<file path="config.mk">
export PLATFORM = sky130hd
export DESIGN_NAME = ddr3_cpu_req_gen_flat
export DESIGN_NICKNAME = d
export VERILOG_FILES = /design/src/rtl/ddr3_cpu_req_gen_if.sv /design/src/rtl/ddr3_cpu_req_gen.sv /design/src/flat_wrapper.sv
export SDC_FILE = /design/constraint.sdc
export NUM_CORES = 1
export LEC_CHECK = 0
export BUFFER_PORTS_ARGS = -buffer_cell sky130_fd_sc_hd__buf_4
export CORE_MARGIN = 4
export CORE_UTILIZATION = 50
export DETAILED_ROUTE_END_ITERATION = 16
export GPL_TIMING_DRIVEN = 0
export PLACE_DENSITY = 0.81
export SYNTH_ARGS = -nofsm -noshare
export SYNTH_HDL_FRONTEND = slang
export SYNTH_SLANG_ARGS = --single-unit
</file>
<file path="constraint.sdc">
create_clock -name cpu_clk -period 3.4 [get_ports cpu_clk]
set_clock_uncertainty 0.1 [all_clocks]
set_input_delay 0.51 -clock cpu_clk [delete_from_list [all_inputs] [get_ports cpu_clk]]
set_output_delay 0.51 -clock cpu_clk [all_outputs]
set_load 0.02 [all_outputs]
</file>
<file path="src/rtl/ddr3_cpu_req_gen_if.sv">
// ddr3_cpu_req_gen_if: command/response bus between the request generator and
// the memory controller.
//   cmd_valid/cmd_ready  command handshake (generator -> controller)
//   cmd_addr/cmd_write/cmd_wdata  command payload
//   rd_valid/rd_data     in-order read responses (controller -> generator)
// Modports: master = generator side, slave = controller side.
interface ddr3_cpu_req_gen_if #(
    parameter int unsigned ADDR_W = 27,
    parameter int unsigned DATA_W = 64
) ();
    logic              cmd_valid;
    logic              cmd_ready;
    logic [ADDR_W-1:0] cmd_addr;
    logic              cmd_write;
    logic [DATA_W-1:0] cmd_wdata;
    logic              rd_valid;
    logic [DATA_W-1:0] rd_data;

    modport master (
        output cmd_valid, cmd_addr, cmd_write, cmd_wdata,
        input  cmd_ready, rd_valid, rd_data
    );

    modport slave (
        input  cmd_valid, cmd_addr, cmd_write, cmd_wdata,
        output cmd_ready, rd_valid, rd_data
    );
endinterface

</file>
<file path="src/rtl/ddr3_cpu_req_gen.sv">
// ddr3_cpu_req_gen: CPU-side traffic generator for a DDR3 controller. A start
// pulse in idle launches a run of cfg_count read or write requests at
// cfg_base, cfg_base+ADDR_STEP, ... (address wraps silently). Write data is
// cfg_pattern ^ address. Reads are throttled to MAX_OUT outstanding, and the
// run ends once every read has been answered.
// Ports:
//   cpu_clk, RESET_N          clock, asynchronous active-low reset
//   start, cfg_*              run launch and configuration (latched on start)
//   bus (master modport)      command handshake and read responses
//   busy, done                run in progress / one-cycle end-of-run pulse
//   err_cnt, rsp_cnt          saturating error and response counters
// Optional feature: define DDR3_CPU_RDCHECK_EN to compare each read response
// against cfg_pattern ^ address of the oldest outstanding read.
module ddr3_cpu_req_gen #(
    parameter int unsigned ADDR_W    = 27,
    parameter int unsigned DATA_W    = 64,
    parameter int unsigned CNT_W     = 16,
    parameter int unsigned MAX_OUT   = 4,
    parameter int unsigned ADDR_STEP = 8
) (
    input  logic                  cpu_clk,
    input  logic                  RESET_N,
    input  logic                  start,
    input  logic                  cfg_write,
    input  logic [ADDR_W-1:0]     cfg_base,
    input  logic [CNT_W-1:0]      cfg_count,
    input  logic [DATA_W-1:0]     cfg_pattern,
    ddr3_cpu_req_gen_if.master    bus,
    output logic                  busy,
    output logic                  done,
    output logic [CNT_W-1:0]      err_cnt,
    output logic [CNT_W-1:0]      rsp_cnt
);
    typedef enum logic [1:0] {StIdle, StIssue, StDrain, StFinish} state_e;

    localparam logic [3:0] MaxOut = 4'(MAX_OUT);

    state_e            state_q, state_d;
    logic [ADDR_W-1:0] addr_q, addr_d;
    logic              write_q, write_d;
    logic [DATA_W-1:0] pattern_q, pattern_d;
    logic [CNT_W-1:0]  remain_q, remain_d;
    logic [CNT_W-1:0]  rsp_cnt_q, rsp_cnt_d;
    logic [CNT_W-1:0]  err_cnt_q, err_cnt_d;
    logic [3:0]        outst_q, outst_d;

    logic cmd_valid, accept, acc_rd, rsp_ok, rd_mismatch, launch;

    function automatic logic [CNT_W-1:0] sat_inc(input logic [CNT_W-1:0] v);
        return (&v) ? v : v + CNT_W'(1);
    endfunction

    assign launch    = (state_q == StIdle) && start;
    assign cmd_valid = (state_q == StIssue) && (write_q || (outst_q != MaxOut));
    assign accept    = cmd_valid && bus.cmd_ready;
    assign acc_rd    = accept && !write_q;
    // A response only counts against a read already in flight.
    assign rsp_ok    = bus.rd_valid && (outst_q != 4'd0);

`ifdef DDR3_CPU_RDCHECK_EN
    localparam int unsigned PtrW = (MAX_OUT > 1) ? $clog2(MAX_OUT) : 1;
    localparam logic [PtrW-1:0] PtrLast = PtrW'(MAX_OUT - 1);

    // Addresses of in-flight reads, oldest at rd_ptr_q; occupancy is outst_q.
    logic [ADDR_W-1:0] exp_mem [MAX_OUT];
    logic [PtrW-1:0]   wr_ptr_q, wr_ptr_d, rd_ptr_q, rd_ptr_d;

    always_comb begin
        wr_ptr_d = wr_ptr_q;
        rd_ptr_d = rd_ptr_q;
        if (launch) begin
            wr_ptr_d = '0;
            rd_ptr_d = '0;
        end else begin
            if (acc_rd) wr_ptr_d = (wr_ptr_q == PtrLast) ? '0 : wr_ptr_q + PtrW'(1);
            if (rsp_ok) rd_ptr_d = (rd_ptr_q == PtrLast) ? '0 : rd_ptr_q + PtrW'(1);
        end
    end

    always_ff @(posedge cpu_clk or negedge RESET_N) begin
        if (!RESET_N) begin
            wr_ptr_q <= '0;
            rd_ptr_q <= '0;
        end else begin
            wr_ptr_q <= wr_ptr_d;
            rd_ptr_q <= rd_ptr_d;
        end
    end

    always_ff @(posedge cpu_clk) begin
        if (acc_rd) exp_mem[wr_ptr_q] <= addr_q;
    end

    assign rd_mismatch = rsp_ok && (bus.rd_data != (pattern_q ^ DATA_W'(exp_mem[rd_ptr_q])));
`else
    logic unused_rd_data;
    assign unused_rd_data = ^bus.rd_data;
    assign rd_mismatch    = 1'b0;
`endif

    always_comb begin
        state_d   = state_q;
        addr_d    = addr_q;
        write_d   = write_q;
        pattern_d = pattern_q;
        remain_d  = remain_q;
        rsp_cnt_d = rsp_cnt_q;
        err_cnt_d = err_cnt_q;
        outst_d   = outst_q + 4'(acc_rd) - 4'(rsp_ok);

        if (rsp_ok) rsp_cnt_d = sat_inc(rsp_cnt_q);
        if ((bus.rd_valid && !rsp_ok) || rd_mismatch) err_cnt_d = sat_inc(err_cnt_q);

        unique case (state_q)
            StIdle: begin
                if (start) begin
                    write_d   = cfg_write;
                    pattern_d = cfg_pattern;
                    addr_d    = cfg_base;
                    remain_d  = cfg_count;
                    rsp_cnt_d = '0;
                    err_cnt_d = '0;
                    outst_d   = '0;
                    state_d   = (cfg_count == '0) ? StFinish : StIssue;
                end
            end
            StIssue: begin
                if (accept) begin
                    addr_d   = addr_q + ADDR_W'(ADDR_STEP);
                    remain_d = remain_q - CNT_W'(1);
                    if (remain_q == CNT_W'(1)) state_d = write_q ? StFinish : StDrain;
                end
            end
            StDrain: begin
                if (outst_q == 4'd0) state_d = StFinish;
            end
            StFinish: begin
                state_d = StIdle;
            end
            default: state_d = StIdle;
        endcase
    end

    always_ff @(posedge cpu_clk or negedge RESET_N) begin
        if (!RESET_N) begin
            state_q   <= StIdle;
            addr_q    <= '0;
            write_q   <= 1'b0;
            pattern_q <= '0;
            remain_q  <= '0;
            rsp_cnt_q <= '0;
            err_cnt_q <= '0;
            outst_q   <= '0;
        end else begin
            state_q   <= state_d;
            addr_q    <= addr_d;
            write_q   <= write_d;
            pattern_q <= pattern_d;
            remain_q  <= remain_d;
            rsp_cnt_q <= rsp_cnt_d;
            err_cnt_q <= err_cnt_d;
            outst_q   <= outst_d;
        end
    end

    assign bus.cmd_valid = cmd_valid;
    assign bus.cmd_addr  = addr_q;
    assign bus.cmd_write = write_q;
    assign bus.cmd_wdata = pattern_q ^ DATA_W'(addr_q);
    assign busy          = (state_q == StIssue) || (state_q == StDrain);
    assign done          = (state_q == StFinish);
    assign err_cnt       = err_cnt_q;
    assign rsp_cnt       = rsp_cnt_q;
endmodule

</file>
<file path="src/flat_wrapper.sv">
// flat-port wrapper written by rule: the top's interface ports become plain ports
module ddr3_cpu_req_gen_flat 
#(
    parameter int unsigned ADDR_W    = 27,
    parameter int unsigned DATA_W    = 64,
    parameter int unsigned CNT_W     = 16,
    parameter int unsigned MAX_OUT   = 4,
    parameter int unsigned ADDR_STEP = 8
)
  (cpu_clk, RESET_N, start, cfg_write, cfg_base, cfg_count, cfg_pattern, busy, done, err_cnt, rsp_cnt, bus_cmd_valid, bus_cmd_addr, bus_cmd_write, bus_cmd_wdata, bus_cmd_ready, bus_rd_valid, bus_rd_data);
  ddr3_cpu_req_gen_if #(.ADDR_W(ADDR_W), .DATA_W(DATA_W)) bus_i ();
  input  logic cpu_clk;
  input  logic RESET_N;
  input  logic start;
  input  logic cfg_write;
  input  logic [ADDR_W-1:0] cfg_base;
  input  logic [CNT_W-1:0] cfg_count;
  input  logic [DATA_W-1:0] cfg_pattern;
  output logic busy;
  output logic done;
  output logic [CNT_W-1:0] err_cnt;
  output logic [CNT_W-1:0] rsp_cnt;
  output wire logic [$bits(bus_i.cmd_valid)-1:0] bus_cmd_valid;
  output wire logic [$bits(bus_i.cmd_addr)-1:0] bus_cmd_addr;
  output wire logic [$bits(bus_i.cmd_write)-1:0] bus_cmd_write;
  output wire logic [$bits(bus_i.cmd_wdata)-1:0] bus_cmd_wdata;
  input wire logic [$bits(bus_i.cmd_ready)-1:0] bus_cmd_ready;
  input wire logic [$bits(bus_i.rd_valid)-1:0] bus_rd_valid;
  input wire logic [$bits(bus_i.rd_data)-1:0] bus_rd_data;
  assign bus_cmd_valid = bus_i.cmd_valid;
  assign bus_cmd_addr = bus_i.cmd_addr;
  assign bus_cmd_write = bus_i.cmd_write;
  assign bus_cmd_wdata = bus_i.cmd_wdata;
  assign bus_i.cmd_ready = bus_cmd_ready;
  assign bus_i.rd_valid = bus_rd_valid;
  assign bus_i.rd_data = bus_rd_data;
  ddr3_cpu_req_gen #(.ADDR_W(ADDR_W), .DATA_W(DATA_W), .CNT_W(CNT_W), .MAX_OUT(MAX_OUT), .ADDR_STEP(ADDR_STEP)) u_core (.cpu_clk(cpu_clk), .RESET_N(RESET_N), .start(start), .cfg_write(cfg_write), .cfg_base(cfg_base), .cfg_count(cfg_count), .cfg_pattern(cfg_pattern), .bus(bus_i), .busy(busy), .done(done), .err_cnt(err_cnt), .rsp_cnt(rsp_cnt));
endmodule
</file>
==> key figures <==
Yosys
  • Synth Cell Area: 0.00787 mm2
  • Synth Area in Compound Gates: roughly a tenth
  • Post-Synth Adder-Cell Area: 2.64%
  • Post-synth EDFFs: 0
  • Avg Inst Size Synth: 8.66 um2
  • Synth top area cells: dfrtp_1, nand2_1, xor2_1
  • Synth cell types: 58
  • Post-synthesis async set-or-reset flop share: 100%
  • XOR/XNOR share of the synthesized area: roughly 5.0%
  • Largest family of logic cells by synthesized area: simple AND/OR/NAND/NOR gates
  • Post-Synth Simple-Gate Area: a little over a quarter
  • Top cell type's share of synthesized area: between 40% and 50%
  • Leading area contributor after synthesis: dfrtp_1
  • Syn nets: about 1100
  • Top_reg_cell synth: dfrtp_1
  • Synthesized instance count: around 910
  • Mux cell area share after synthesis: 2.43%
  • Synthesized flop and latch total: 146
  • Synth warn: 0
  • Register area share after synthesis: 46.4%

Floorplan
  • I/O Pins: 304
  • Die area: 0.0178 mm2
  • Initial core utilization: 51.4%
  • Die Span Y: about 130 um
  • Die W: 133 um
  • Rows: 45
  • Core area: approximately 0.015 mm2

Layout
  • Layout area overhead: 34.7%
  • Core Util, Final: 69.2%
  • # fillers: 1276
  • Most frequent cells in the layout: buf_4, nand2_1, dfrtp_1, a21oi_1, nor2_1
  • Cell area after layout: 0.0106 mm2
  • Nets: 1362
  • Finished Layout Cells: 1393
  • ANT cells: 0
  • Layout cells sized above 1: 27.8%
  • Most common cell after layout, fill and taps aside: buf_4

Drt
  • # DRC: 0
  • Vias: roughly 7500
  • Drt via density: 5.41
  • Routed Antenna Nets: 0
  • DR WL/cell: 17.2 um
  • Total Routed Length: 23.9 mm
  • 1st-pass router iterations: 5
  • DRT iter0 DRCs: just over 600

Place
  • RePlAce Congestion: between 0.8 and 0.9
  • Placed inst area: between 0.009 and 0.01 mm2
  • HPWL Detailed: around 17 mm
  • Pre-CTS setup slack: 0.606 ns
  • Post-Place Cells: around 1400
  • Port Buffers: about 240

GRT
  • GRT Util Overall: 26.5%
  • Largest net degree at the start of global routing: 89
  • Global-route wire length before repair: ~38 mm
  • Vias in the first global route: between 7000 and 8000
  • Grt ovf: 0
  • Antenna violations before repair: 0

Worst setup path
  • Crit. End Element: primary output
  • Critical Path AT: 2.56 ns
  • Slowest stage delay, CP: 1.00 ns
  • Worst path cell trace: inv_1 > ha_1 > nor4b_1 > nor2_1 > buf_4
  • Worst EP required: 2.79 ns
  • Startpoint types: flop
  • Crit Path Max Fanout: 6
  • WS Path Type: flop to primary output
  • Worst path slowest cell: nor4b_1

STA
  • Slew @ Worst Pin: 1.27 ns
  • Fin crit share: 93.3%
  • Max-slew headroom: 14.3%
  • Final setup viols: 0
  • Final WS setup: ~0.23 ns
  • Crit path time final: 3.17 ns
  • Final Hold Vio Count: 0
  • Worst hold slack: 0.168 ns
  • Setup TNS: 0 ns
  • Fmax: 315 MHz
  • Slew Viols, Final: 0
  • RSZ-0062 raised after global routing: no

CTS
  • Longest Clk Path Bufs: 2
  • H-tree levels: 4
  • Postcts setup bufs: 0
  • TritonCTS clock tree: done
  • Num CTS Buffers: 17
  • Clk_lat worst skew: 0.42 ns
  • Root Buffer: clkbuf_16
  • Sink Count: 146
  • Reg clk slew, reported paths: 0.07 ns

Power and ir drop
  • Power per standard cell area: just over 1000 mW/mm2
  • Peak supply drop: 0.000642 V
  • Leak pwr: 5.21 nW
  • Total Power: 10.8 mW

Job
  • Max Cap Violations: 0

Status
  • Status: finished clean

Worst hold path
  • Worst min path class: input port to flop
==> worst max-delay path: cells and delay by family, from the launching register on <==
kind | cells | cell delay, ns
adders and majority gates | 1 | 0.15
buffers and inverters | 2 | 0.35
DFF | 1 | 0.36
and+or+nand+nor | 2 | 1.27
==> report_power, final <==
group / internal [mW] / switching [mW] / total (mW)
Sequential: 2.45 / 0.763 / 3.21
Clock: 1.25 / 0.764 / 2.01
Combinational: 2.31 / 3.23 / 5.55
Total: 6.01 / 4.76 / 10.8
==> cell type report <==
class,instances,area [um2],share of cell area (%)
multi-input cells,669,3720,35.1
flip-flops and latches,146,3650,34.5
repair buffers,241,1840,17.3
clock buffers,19,443,4.18
plain buffers,77,437,4.12
well taps,211,264,2.49
clock inverters,13,185,1.75
inverters,17,63.8,0.602
==> per-layer routing <==
| metal | vias to the layer above | GRT usage [%] | routed length [um] |
|---|---|---|---|
| met5 | - | 0 | 0 |
| met4 | 0 | 8.57 | 444 |
| met3 | 52 | 10.2 | 2560 |
| met2 | 336 | 42.7 | 11500 |
| met1 | 3537 | 33.1 | 9410 |
| li1 | 3612 | - | - |
==> repair_timing <==
item,CTS,global route
hold endpoints to repair,58,0
gates resized for setup,0,0
hold buffers,1,0
==> synthesized netlist by cell type, types with 6 or more instances <==
cell / number
a21oi_1: 53
and2_1: 6
buf_2: 7
nor4_1: 11
xnor2_1: 13
a31oi_1: 8
nand2_1: 250
ha_1: 15
mux2i_1: 18
nor3_1: 23
and3_1: 11
xor2_1: 32
nor2_1: 51
clkbuf_1: 29
o21ai_0: 25
nand3_1: 33
o22ai_1: 24
nand2b_1: 6
dfrtp_1: 146
nand4_1: 22
inv_1: 17
buf_4: 37
==> logic make-up after synthesis <==
kind of cell             after synthesis
buffers and inverters                 94
adder cells (fa/ha/maj)               16
multiplexers                          19
flip-flops                           146
AND/OR/NAND/NOR                      449
XOR/XNOR                              45
AO/OA/AOI/OAI                        140
==> state kept, by name (all words and copies together), names as in the netlist <==
name                  cells
u_core.state_q            2
u_core.rsp_cnt           16
u_core.outst_q            4
u_core.pattern_q         64
u_core.err_cnt           16
u_core.remain_q          16
u_core.bus.cmd_addr      27
u_core.bus.cmd_write      1
==> final timing paths <==
kind | slack (ns) | cells after the start | endpoint | startpoint
setup reg to reg | 0.59 | 11 | u_core.outst_q[2]$_DFF_PN0_ | u_core.outst_q[2]$_DFF_PN0_
hold / removal | 0.17 | 3 | u_core.pattern_q[46]$_DFFE_PN0P_ | cfg_pattern[46]
hold reg to reg | 0.38 | 2 | u_core.pattern_q[32]$_DFFE_PN0P_ | u_core.pattern_q[32]$_DFFE_PN0P_
max in group asynchronous | 1.83 | 3 | u_core.err_cnt[6]$_DFF_PN0_ | RESET_N
min in group asynchronous | 0.52 | 2 | u_core.remain_q[10]$_DFFE_PN0P_ | RESET_N
setup / recovery | 0.23 | 5 | bus_cmd_valid | u_core.outst_q[3]$_DFF_PN0_
Power figures use the tool's default switching activity.
